### src/rtl/tone_gen_spk.sv
// -----------------------------------------------------------------------------
// tone_gen_spk
//   Square-wave speaker driver fed by the note table's frequency preset.
//   A loadable up-counter runs from the latched preset to all-ones. Each wrap
//   reloads the counter from f_code, emits a one-cycle full_tick and toggles
//   spk, giving a tick spacing of (MAX_CODE - code + 1) cycles and a 50% duty
//   square wave of twice that period. The all-ones code is the rest code:
//   the counter wraps every cycle, spk is held low and rest is raised.
//
//   Optional feature macro: TONE_GATE_EN
//     Adds input tone_gate. While it is low the counter is parked at
//     MAX_CODE and spk/full_tick/code_ack are forced low, so the first edge
//     after it rises is a wrap and the tone restarts phase-aligned.
//     Without the macro the block behaves as if tone_gate were tied high.
//
// Ports
//   clk        in   1       system clock
//   rst        in   1       asynchronous active-high reset
//   tone_gate  in   1       tone enable (only with TONE_GATE_EN)
//   f_code     in   CODE_W  frequency preset, sampled only at a wrap
//   spk        out  1       speaker square wave (registered)
//   full_tick  out  1       one-cycle pulse per counter wrap (registered)
//   code_ack   out  1       pulse when a wrap latches a new code (registered)
//   rest       out  1       high while the latched code is the rest code
// -----------------------------------------------------------------------------
module tone_gen_spk #(
  parameter int unsigned CODE_W   = 11,
  parameter int unsigned MAX_CODE = 2**CODE_W - 1
) (
  input  logic              clk,
  input  logic              rst,
`ifdef TONE_GATE_EN
  input  logic              tone_gate,
`endif
  input  logic [CODE_W-1:0] f_code,
  output logic              spk,
  output logic              full_tick,
  output logic              code_ack,
  output logic              rest
);

  localparam logic [CODE_W-1:0] MAX_V = CODE_W'(MAX_CODE);

  logic [CODE_W-1:0] cnt;
  logic [CODE_W-1:0] code_q;
  logic              gate;
  logic              wrap;
  logic              code_is_rest;

`ifdef TONE_GATE_EN
  assign gate = tone_gate;
`else
  assign gate = 1'b1;
`endif

  assign wrap         = (cnt == MAX_V);
  assign code_is_rest = (f_code == MAX_V);

  always_ff @(posedge clk or posedge rst) begin
    if (rst) begin
      cnt       <= MAX_V;
      code_q    <= MAX_V;
      spk       <= 1'b0;
      full_tick <= 1'b0;
      code_ack  <= 1'b0;
      rest      <= 1'b1;
    end else if (!gate) begin
      // Parking the counter at MAX_CODE makes the first gated-on edge a wrap;
      // code_q and rest deliberately keep their values.
      cnt       <= MAX_V;
      spk       <= 1'b0;
      full_tick <= 1'b0;
      code_ack  <= 1'b0;
    end else if (wrap) begin
      cnt       <= f_code;
      code_q    <= f_code;
      full_tick <= 1'b1;
      code_ack  <= (f_code != code_q);
      rest      <= code_is_rest;
      spk       <= code_is_rest ? 1'b0 : ~spk;
    end else begin
      cnt       <= cnt + 1'b1;
      full_tick <= 1'b0;
      code_ack  <= 1'b0;
    end
  end

endmodule

### config.mk
export PLATFORM = sky130hd
export DESIGN_NAME = tone_gen_spk
export DESIGN_NICKNAME = d
export VERILOG_FILES = /design/src/rtl/tone_gen_spk.sv
export SDC_FILE = /design/constraint.sdc
export NUM_CORES = 1
export LEC_CHECK = 0
export BUFFER_PORTS_ARGS = -buffer_cell sky130_fd_sc_hd__buf_2
export CAP_MARGIN = 40
export CORE_ASPECT_RATIO = 0.8
export CORE_MARGIN = 2
export CORE_UTILIZATION = 50
export CTS_CLUSTER_SIZE = 12
export DETAILED_ROUTE_END_ITERATION = 8
export PLACE_DENSITY = 0.7
export SKIP_CTS_REPAIR_TIMING = 1
export SYNTH_ARGS = -nofsm -noshare
export SYNTH_HDL_FRONTEND = slang
export SYNTH_SLANG_ARGS = --single-unit
export TNS_END_PERCENT = 30
### constraint.sdc
create_clock -name clk -period 2.2 [get_ports clk]
set_input_delay 0.55 -clock clk [delete_from_list [all_inputs] [get_ports clk]]
set_output_delay 0.55 -clock clk [all_outputs]
set_load 0.01 [all_outputs]
* Yosys cells after proc, flatten, opt, wreduce, memory -nomap -nowiden
Index checks and enable logic that the tools add are counted.
W data, S select, Z words.
** Word-level totals
- Input bits :: 13
- Register bits after elaboration :: 26
- Output and inout port bits :: 4
- Word-level logic and storage cells :: 15
** Operators by class
- Add/sub/neg operators :: 1
- Mux-type cells :: 4
- Bitwise gates (word level) :: 1
- Equal/unequal tests :: 3
** Operator list (number)
- $eq A11 B11 Y1 const B :: 2
- $add A11 B1 Y11 const B :: 1
- $mux W11 :: 1
- $ne A11 B11 Y1 :: 1
- $mux W1 :: 3
- $not A1 Y1 :: 1

* Depth between registers and ports, before layout
Gate-level depths: netlist of the first run.
- Word-level depth :: 2
- Depth in mapped cells :: 8
- Gate-level depth less buffers :: 6

* Least setup slack after synthesis of the first run
OpenSTA, ideal clock, no wires.
- Path kind :: reg-to-reg
- Start :: register cnt[0]
- End :: register cnt[9]
- Data required time :: 2.116 ns
- Buffers on the path :: 2
- Period minus slack after synthesis :: 1.829 ns
- Library setup time :: 0.084 ns
- Arrival :: 1.744 ns
- Path slack :: 0.371 ns
- Cell stages (with the launch flop) :: 8
- Path through :: dfstp_2 > ha_1 > nand2_1 > or4_4 > buf_6 > clkinv_4 > buf_8 > o21ai_0
** On the way
- Cells in the longest elaborated chain, start to end :: 2
- Elaborated cells between the ends (all ways) :: 3
- Classes of those cells :: add/sub (1); eq/ne (1); mux (1)
** RTL lines
- from (decl) :: line 44 : logic [CODE_W-1:0] cnt;
- from (signal assigned) :: line 75 : cnt <= f_code;
- from (signal assigned) :: line 82 : cnt <= cnt + 1'b1;
- $eq A11 B11 Y1 :: line 56 : assign wrap = (cnt == MAX_V);
- via wrap :: line 47 : logic wrap;
- $mux W11 :: line 74 : end else if (wrap) begin
The timed path passes the listed nets, and every way through them passes these cells.
A chain may end at the register's enable or synchronous reset.

* Worst setup path after layout of the first run
- Start :: register cnt[0]
- End :: register cnt[7]
** On the way
- Cells in the longest elaborated chain, start to end :: 2
- Elaborated cells between the ends (all ways) :: 3
- Classes of those cells :: add/sub (1); eq/ne (1); mux (1)
** RTL lines (line)
- $add A11 B1 Y11 / $eq A11 B11 Y1 (equally long branches) :: 82, 56
- $mux W11 (*) :: 74
Mark *: on every way between the ends. The rest lies on a longest branch, timed or not.

==> flow_summary.json, run 1 <==
{
  "grt_pass1_wl_mm": 4.20,
  "die_area_um2": 2980,
  "grt-ovfl-total": 0,
  "antennaDiodeCount": 0,
  "clkSinkCount": 26,
  "max_freq_ghz": 0.498,
  "cp_max_fo": 19,
  "ys.warnings.count": 0,
  "pre_cts_slack_ps": 218,
  "routed-via-count": 900,
  "die_h_um": 49.2,
  "slowest_stage": "or4_4",
  "outcome": "completed",
  "multiInputGateArea_um2": 541,
  "critPathMaxStageDelay_ps": 690,
  "p_total_mw": 1.62,
  "cts_tree": "done",
  "nFillCells": 222,
  "hold_violations": 0,
  "mostFrequentLayoutCells": "nand2_1, dfstp_2, xnor2_1",
  "slew_headroom": 0.751,
  "final.setup_skew_ps": 4.41,
  "postRouteAntennaNets": 0,
  "root_buffer": "clkbuf_4",
  "io_buffer_count": 16,
  "grt_max_degree": 27,
  "setup_violations": 0,
  "grt_pass1_vias": 910,
  "use_met1": 0.281,
  "cp_cell_sequence": "ha_1 -> nand2_1 -> or4_4 -> clkinv_4 -> nand2_1 -> o21ai_0",
  "final_area_um2": 1410,
  "ff2ff_setup_slack_ps": 190,
  "grt_usage": 0.190,
  "core_area_um2": 2440,
  "maxCapViolations": 0,
  "drt_first_pass_iters": 4,
  "synth_fa_ha_area_frac": 0.00979,
  "seq_area_um2": 679,
  "synth_xor_area_frac": 0.130,
  "cts_buffers": 3,
  "met2_usage": 0.283,
  "syn_inst": 129,
  "fin_crit_sh": 0.913,
  "hpwl_mm": 1.77,
  "irDropWorstVdd_mv": 0.519,
  "drive_above_1_share": 0.361,
  "initial_core_util": 0.523,
  "critPathKind": "flop to flop",
  "area_growth_pct": 10.3,
  "layout_commonest_cell": "nand2_1",
  "rows": 16,
  "gp_congestion": 0.807,
  "clock_latency_ps": 320,
  "start_kind": "flop",
  "final_core_util": 0.577,
  "placed_cell_area_um2": 1370,
  "globalRouteMet3Util": 0.0557,
  "synthMuxAreaShare": 0,
  "syn_avg_cell_area_um2": 9.90,
  "hold-worst-slack_ps": 259,
  "rsz0062_at_grt": "no",
  "nets": 162,
  "viasPerCell": 4.92,
  "power_density_nw_per_um2": 1150,
  "first_iter_violations": 22,
  "synthSimpleGateAreaFrac": 0.241,
  "io_pins": 17,
  "setup_tns_ps": 0,
  "yosys.cell_types.count": 23,
  "synth_seq_cells": 26,
  "required_ps": 2450,
  "syn_nets": 143,
  "layout_min_cycle_time_ps": 2010,
  "clk_path_buf_depth": 2,
  "worst_path_most_repeated_cell": "nand2_1",
  "worstMarginPinSlew_ps": 370,
  "routed_wl_mm": 2.34,
  "drc": 0,
  "leakage_nw": 0.619,
  "cts.clk_slew.worst_paths_ps": 140,
  "htree_levels": 1,
  "hold_path.class": "input pin to async pin",
  "arrival_ps": 2260,
  "end_kind": "flop",
  "finalWorstSetupSlack_ps": 191,
  "synth_compound_area_frac": 0.0421,
  "slew_viol_final": 0,
  "placed_cells": 179,
  "synth_top_family_by_area": "simple AND/OR/NAND/NOR gates",
  "die_w_um": 60.5,
  "final_cells": 183,
  "yosysSeqAreaShare": 0.532,
  "busiest_layer": "met2",
  "avgRoutedWirePerCell_um": 12.8,
  "synthesis.area_um2": 1280,
  "grt_antenna_before_repair": 0
}
-- critical path, delay by kind of cell (launching register included) --
| kind | cells | cell delay [ps] |
|---|---|---|
| DFF | 1 | 580 |
| adders and majority gates | 1 | 200 |
| and+or+nand+nor | 3 | 900 |
| AOI/OAI and AO/OA | 1 | 80 |
| buffers and inverters | 1 | 180 |
-- path summary, 6_finish.rpt --
path	startpoint	to	cells past startpoint
worst min-delay path	rst	spk	3
min in group clk	f_code[1]	cnt[1]	3
worst max register to register	cnt[0]	cnt[7]	6
worst min register to register	rest	rest	2
worst max-delay path	cnt[0]	cnt[7]	6
max in group asynchronous	rst	code_q[0]	3
-- per-layer routing --
metal | share of wire | vias to the layer above
li1 | - | 458
met1 | 0.50 | 427
met2 | 0.46 | 13
met3 | 0.033 | 2
met4 | 0.0051 | 0
met5 | 0 | -
-- cell families after synthesis --
logic type | count (synthesis)
and+or+nand+nor | 68
DFF | 26
xor gates and xnor gates | 19
AOI/OAI and AO/OA | 8
buffers and inverters | 7
adders and majority gates | 1
-- power breakdown --
group,internal [mW],switching (mW),leakage [nW]
registers,0.780,0.149,0.282
logic,0.222,0.228,0.317
clock network,0.101,0.139,0.0210
total,1.10,0.515,0.619
-- synthesized netlist by cell type --
| cell | number | area [um2] |
|---|---|---|
| nand2_1 | 41 | 154 |
| dfstp_2 | 23 | 604 |
| xnor2_1 | 17 | 149 |
| nand2_2 | 5 | 31.3 |
| nor2_1 | 5 | 18.8 |
| nor3_1 | 5 | 25.0 |
| nand3_1 | 4 | 20.0 |
| nand4_1 | 4 | 25.0 |
| o21ai_0 | 4 | 20.0 |
| dfrtp_1 | 3 | 75.1 |
| inv_1 | 3 | 11.3 |
| a21oi_1 | 2 | 10.0 |
| buf_6 | 2 | 22.5 |
| xor2_1 | 2 | 17.5 |
| a21o_1 | 1 | 7.51 |
| a41oi_2 | 1 | 16.3 |
| buf_8 | 1 | 15.0 |
| clkinv_4 | 1 | 8.76 |
| ha_1 | 1 | 12.5 |
| nand3_2 | 1 | 10.0 |
| nor2b_1 | 1 | 6.26 |
| nor4_1 | 1 | 6.26 |
| or4_4 | 1 | 11.3 |
-- flip-flops by register name, summed over array words and instances (netlist names) --
register / cells
rest: 1
code_ack: 1
cnt: 11
code_q: 11
full_tick: 1
spk: 1
-- final cells by class --
| type | instances | share of cell area |
|---|---|---|
| sequential | 26 | 0.482 |
| multi-input combinational | 96 | 0.384 |
| timing repair buffer | 17 | 0.0622 |
| tap | 36 | 0.0320 |
| clock buffer | 4 | 0.0258 |
| inverter | 4 | 0.0142 |
(Power assumes the default switching activity.)
==> run 2: changes to the inputs <==
--- a/config.mk
+++ b/config.mk
@@ -9,10 +9,11 @@
 export CAP_MARGIN = 40
 export CORE_ASPECT_RATIO = 0.8
 export CORE_MARGIN = 2
-export CORE_UTILIZATION = 50
+export CORE_UTILIZATION = 45
 export CTS_CLUSTER_SIZE = 12
 export DETAILED_ROUTE_END_ITERATION = 8
-export PLACE_DENSITY = 0.7
+export PLACE_DENSITY = 0.64
+export REMOVE_ABC_BUFFERS = 1
 export SKIP_CTS_REPAIR_TIMING = 1
 export SYNTH_ARGS = -nofsm -noshare
 export SYNTH_HDL_FRONTEND = slang
==> run 2 against run 1 <==
Against the previous run: clock-buffer cell count did not move; power fell by 1.4%; sequential share of layout area rose by 0.26 points; sequential power barely moved; via count rose by 0.44%; critical endpoint is now cnt[5]; setup slack got worse by 4.5 ps; cell area fell by 0.53%; clock skew rose by 11 ps; global-route usage fell by 2.1 points; non-clock buffer count did not move; core utilization fell by 6.2 points; critical path depth did not move.
==> flow_summary.json, run 2 (synthesis gave the netlist of run 1 again) <==
{
  "die_area_um2": 3280,
  "hold_path.class": "input pin to async pin",
  "critPathMaxStageDelay_ps": 700,
  "slew_headroom": 0.790,
  "grt_max_degree": 27,
  "initial_core_util": 0.469,
  "layout_commonest_cell": "nand2_1",
  "clock_latency_ps": 320,
  "rsz0062_at_grt": "no",
  "required_ps": 2450,
  "grt_antenna_before_repair": 0,
  "htree_levels": 1,
  "hpwl_mm": 1.83,
  "clk_path_buf_depth": 2,
  "start_kind": "flop",
  "power_density_nw_per_um2": 1140,
  "power.clock.fraction": 0.129,
  "area_growth_pct": 9.70,
  "gp_congestion": 0.800,
  "io_pins": 17,
  "root_buffer": "clkbuf_4",
  "avgRoutedWirePerCell_um": 13.0,
  "antennaDiodeCount": 0,
  "grt_usage": 0.169,
  "drive_above_1_share": 0.354,
  "first_iter_violations": 32,
  "pwr-share-comb": 0.291,
  "nFillCells": 286,
  "die_w_um": 63.6,
  "finalWorstSetupSlack_ps": 187,
  "fin_crit_sh": 0.915,
  "drt_first_pass_iters": 4,
  "reg_top3": "cnt x11, code_q x11",
  "final.setup_skew_ps": 15.0,
  "multiInputGateArea_um2": 541,
  "viasPerCell": 4.89,
  "arrival_ps": 2260,
  "hold_violations": 0,
  "max_freq_ghz": 0.497,
  "routed_wl_mm": 2.40,
  "postRouteAntennaNets": 0,
  "crit_family": "simple AND/OR/NAND/NOR gates",
  "core_area_um2": 2720,
  "setup_violations": 0,
  "worstMarginPinSlew_ps": 312,
  "die_h_um": 51.7,
  "pre_cts_slack_ps": 206,
  "end_kind": "flop",
  "seq_power_share": 0.580,
  "critPathKind": "flop to flop",
  "io_buffer_count": 16,
  "grt_pass1_vias": 946,
  "crit_buf_inv": 1,
  "slew_viol_final": 0,
  "seq_area_um2": 679,
  "slowest_stage": "or4_4",
  "layout_min_cycle_time_ps": 2010,
  "p_sw_frac": 0.328,
  "intPower_mw": 1.07,
  "cts_tree": "done",
  "cts.clk_slew.worst_paths_ps": 140,
  "cts_buffers": 3,
  "grt_pass1_wl_mm": 4.21,
  "irDropWorstVdd_mv": 0.578,
  "maxCapViolations": 0,
  "outcome": "completed",
  "drc": 0,
  "grt-ovfl-total": 0,
  "worst_path_most_repeated_cell": "nand2_1",
  "nets": 162,
  "power_switching_uw": 523,
  "cp_cell_sequence": "ha_1 -> nand2_1 -> or4_4 -> clkinv_4 -> nand2_1 -> o21ai_0",
  "routed-via-count": 904,
  "clkSinkCount": 26,
  "mostFrequentLayoutCells": "nand2_1, dfstp_2, xnor2_1",
  "setup_tns_ps": 0,
  "cp_max_fo": 19,
  "leakage_nw": 0.613,
  "rows": 17
}
[run 2: cell counts in the layout (fill, tap and decap cells not counted)]
Identical to the previous run, type by type.
[run 2: through the flow]
stage	instances	hold slack [ps]	instance area (um2)	total power, mW	utilization
finish	185	245	1400	1.60	0.515
global route	185	286	1400	1.72	0.515
CTS	185	246	1400	1.62	0.515
detailed placement	181	453	1380	1.40	0.505
global placement	181	449	1380	1.39	0.505
floorplan	126	446	1240	1.26	-
[run 2: cell type report]
type,count,area share
sequential,26,0.485
multi-input combinational,96,0.386
timing repair buffer,17,0.0625
tap,38,0.0339
clock buffer,4,0.0188
inverter,4,0.0143
[run 2: worst min-delay path, delay by kind of cell]
kind / cells / cell delay [ps]
buffers and inverters: 3 / 440
[run 2: power by group through the flow]
stage	clock network, mW	logic [mW]	registers (mW)
5_1_grt	0.233	0.530	0.953
2_1_floorplan	0	0.356	0.908
6_report	0.206	0.464	0.926
3_3_place_gp	0	0.451	0.934
3_5_place_dp	0	0.466	0.936
4_1_cts	0.221	0.469	0.928
[run 2: worst paths after layout]
path / startpoint / to / slack (ps) / cells past startpoint
min in group clk: f_code[8] / code_q[8] / 440 / 3
max in group asynchronous: rst / cnt[5] / 1650 / 3
worst max-delay path: cnt[0] / cnt[5] / 190 / 6
worst min register to register: rest / rest / 470 / 2
worst min-delay path: rst / full_tick / 240 / 3
worst max register to register: cnt[0] / cnt[5] / 190 / 6
[run 2: per-layer routing]
| metal | vias up | wire length, um | GRT usage |
|---|---|---|---|
| met5 | - | 0 | 0 |
| met4 | 0 | 0 | 0.0109 |
| met3 | 0 | 122 | 0.0563 |
| met2 | 15 | 1140 | 0.288 |
| met1 | 430 | 1130 | 0.222 |
| li1 | 459 | - | - |
==> run 3: changes to the inputs <==
--- a/config.mk
+++ b/config.mk
@@ -13,7 +13,6 @@
 export CTS_CLUSTER_SIZE = 12
 export DETAILED_ROUTE_END_ITERATION = 8
 export PLACE_DENSITY = 0.64
-export REMOVE_ABC_BUFFERS = 1
 export SKIP_CTS_REPAIR_TIMING = 1
 export SYNTH_ARGS = -nofsm -noshare
 export SYNTH_HDL_FRONTEND = slang
==> run 3 against run 2 <==
Against the previous run: sequential share of layout area decreased by 0.34 points; cell count unchanged; via count decreased by 3.0%; power increased by 1.9%; sequential cell count unchanged; first-iteration DRC count increased by 6.3%; maximum frequency decreased by 1.2%; sequential power increased by 0.6%; setup slack got worse by 24 ps; clock power increased by 17%; clock skew increased by 8.0 ps; critical path depth unchanged; critical endpoint is now cnt[9]; largest power group unchanged.
==> flow_summary.json, run 3 (synthesis gave the netlist of run 1 again) <==
{
  "outcome": "completed",
  "fin_crit_sh": 0.926,
  "end_kind": "flop",
  "final_core_util": 0.518,
  "clkSinkCount": 26,
  "nets": 162,
  "setup_tns_ps": 0,
  "maxCapViolations": 0,
  "hold_path.class": "input pin to async pin",
  "drt_first_pass_iters": 4,
  "power_switching_uw": 523,
  "reg2reg_depth": 6,
  "cts_tree": "done",
  "clk_path_buf_depth": 2,
  "mostFrequentLayoutCells": "nand2_1, dfstp_2, xnor2_1",
  "routed-via-count": 877,
  "viasPerCell": 4.74,
  "first_iter_violations": 34,
  "drt-met1-wl_mm": 1.25,
  "power_density_nw_per_um2": 1150,
  "core_area_um2": 2720,
  "reg_top3": "cnt x11, code_q x11",
  "layout_commonest_cell": "nand2_1",
  "pwr-share-comb": 0.278,
  "intPower_mw": 1.10,
  "max_freq_ghz": 0.491,
  "drc": 0,
  "routed_wl_mm": 2.43,
  "placed_cells": 181,
  "rows": 17,
  "io_buffer_count": 16,
  "reg2reg_from": "cnt[0]",
  "hold_violations": 0,
  "rsz0062_at_grt": "no",
  "top_layer_used": "met4",
  "required_ps": 2450,
  "grt-ovfl-total": 0,
  "htree_levels": 1,
  "p_total_mw": 1.63,
  "cp_max_fo": 19,
  "avgRoutedWirePerCell_um": 13.1,
  "die_h_um": 51.7,
  "cp-endpoint": "cnt[9]",
  "initial_core_util": 0.469,
  "arrival_ps": 2280,
  "hpwl_mm": 1.80,
  "routed-wl-met2_mm": 1.09,
  "irDropWorstVdd_mv": 0.590,
  "grt_pass1_vias": 862,
  "power.clock.fraction": 0.149,
  "root_buffer": "clkbuf_4",
  "leakage_nw": 0.619,
  "slew_viol_final": 0,
  "worstMarginPinSlew_ps": 333,
  "clock_latency_ps": 330,
  "drive_above_1_share": 0.361,
  "ff2ff_setup_slack_ps": 160,
  "route.met3.wl_um": 73,
  "postRouteAntennaNets": 0,
  "grt_max_degree": 27,
  "startpoint": "cnt[0]",
  "final.setup_skew_ps": 22.9,
  "final_cells": 185,
  "p_sw_frac": 0.322,
  "setup_violations": 0,
  "critPathKind": "flop to flop",
  "grt_antenna_before_repair": 0,
  "area_growth_pct": 10.5,
  "cts.clk_slew.worst_paths_ps": 150,
  "gp_congestion": 0.821,
  "slew_headroom": 0.776,
  "nFillCells": 273,
  "grt_pass1_wl_mm": 4.17,
  "antennaDiodeCount": 0,
  "grt_usage": 0.166,
  "reg2reg_to": "cnt[9]",
  "die_area_um2": 3280,
  "die_w_um": 63.6,
  "cts_buffers": 3,
  "io_pins": 17,
  "layout_min_cycle_time_ps": 2040,
  "seq_power_share": 0.573,
  "hold-worst-slack_ps": 272,
  "start_kind": "flop"
}
-- run 3: cell types whose count changed in the layout (fill, tap and decap cells not counted) --
| cell | delta |
|---|---|
| clkbuf_8 | +1 |
| clkbuf_1 | -1 |
-- run 3: metal layers --
| layer | vias up | GRT usage |
|---|---|---|
| met2 | 10 | 0.254 |
| met4 | 0 | 0.0217 |
| li1 | 453 | - |
| met1 | 412 | 0.242 |
| met3 | 2 | 0.0455 |
| met5 | - | 0 |
-- run 3: metrics by stage --
step / setup WS [ps] / cell area [um2]
CTS: 164 / 1410
finish: 163 / 1410
global route: 30.8 / 1410
detailed placement: 202 / 1380
floorplan: 371 / 1280
global placement: 276 / 1380
-- run 3: how the worst min path moves through the flow --
stage              start  slack (ps)         to
6_report             rst         270   code_ack
5_1_grt              rst         280   code_ack
4_1_cts              rst         270        spk
3_5_place_dp        rest         460       rest
3_3_place_gp        rest         450       rest
2_1_floorplan  code_q[0]         450  code_q[0]
-- run 3: cell type report --
| type | instances | area, um2 | share of cell area |
|---|---|---|---|
| flip-flops and latches | 26 | 679 | 0.481 |
| well taps | 38 | 47.5 | 0.0337 |
| clock buffers | 4 | 36.3 | 0.0257 |
| multi-input cells | 96 | 541 | 0.383 |
| repair buffers | 17 | 87.6 | 0.0621 |
| inverters | 4 | 20.0 | 0.0142 |
-- run 3: critical path, stage by stage (launching register included) --
cell and delay [ps]:
dfstp_2 580, ha_1 200, nand2_1 120, or4_4 700, clkinv_4 180, nand2_1 90
o21ai_0 80
-- run 3: power by group through the flow --
stage / Sequential (mW) / Clock (mW) / Combinational, mW
2_1_floorplan: 0.908 / 0 / 0.358
3_3_place_gp: 0.931 / 0 / 0.447
3_5_place_dp: 0.941 / 0 / 0.458
4_1_cts: 0.932 / 0.253 / 0.461
5_1_grt: 0.961 / 0.274 / 0.520
6_report: 0.932 / 0.242 / 0.453
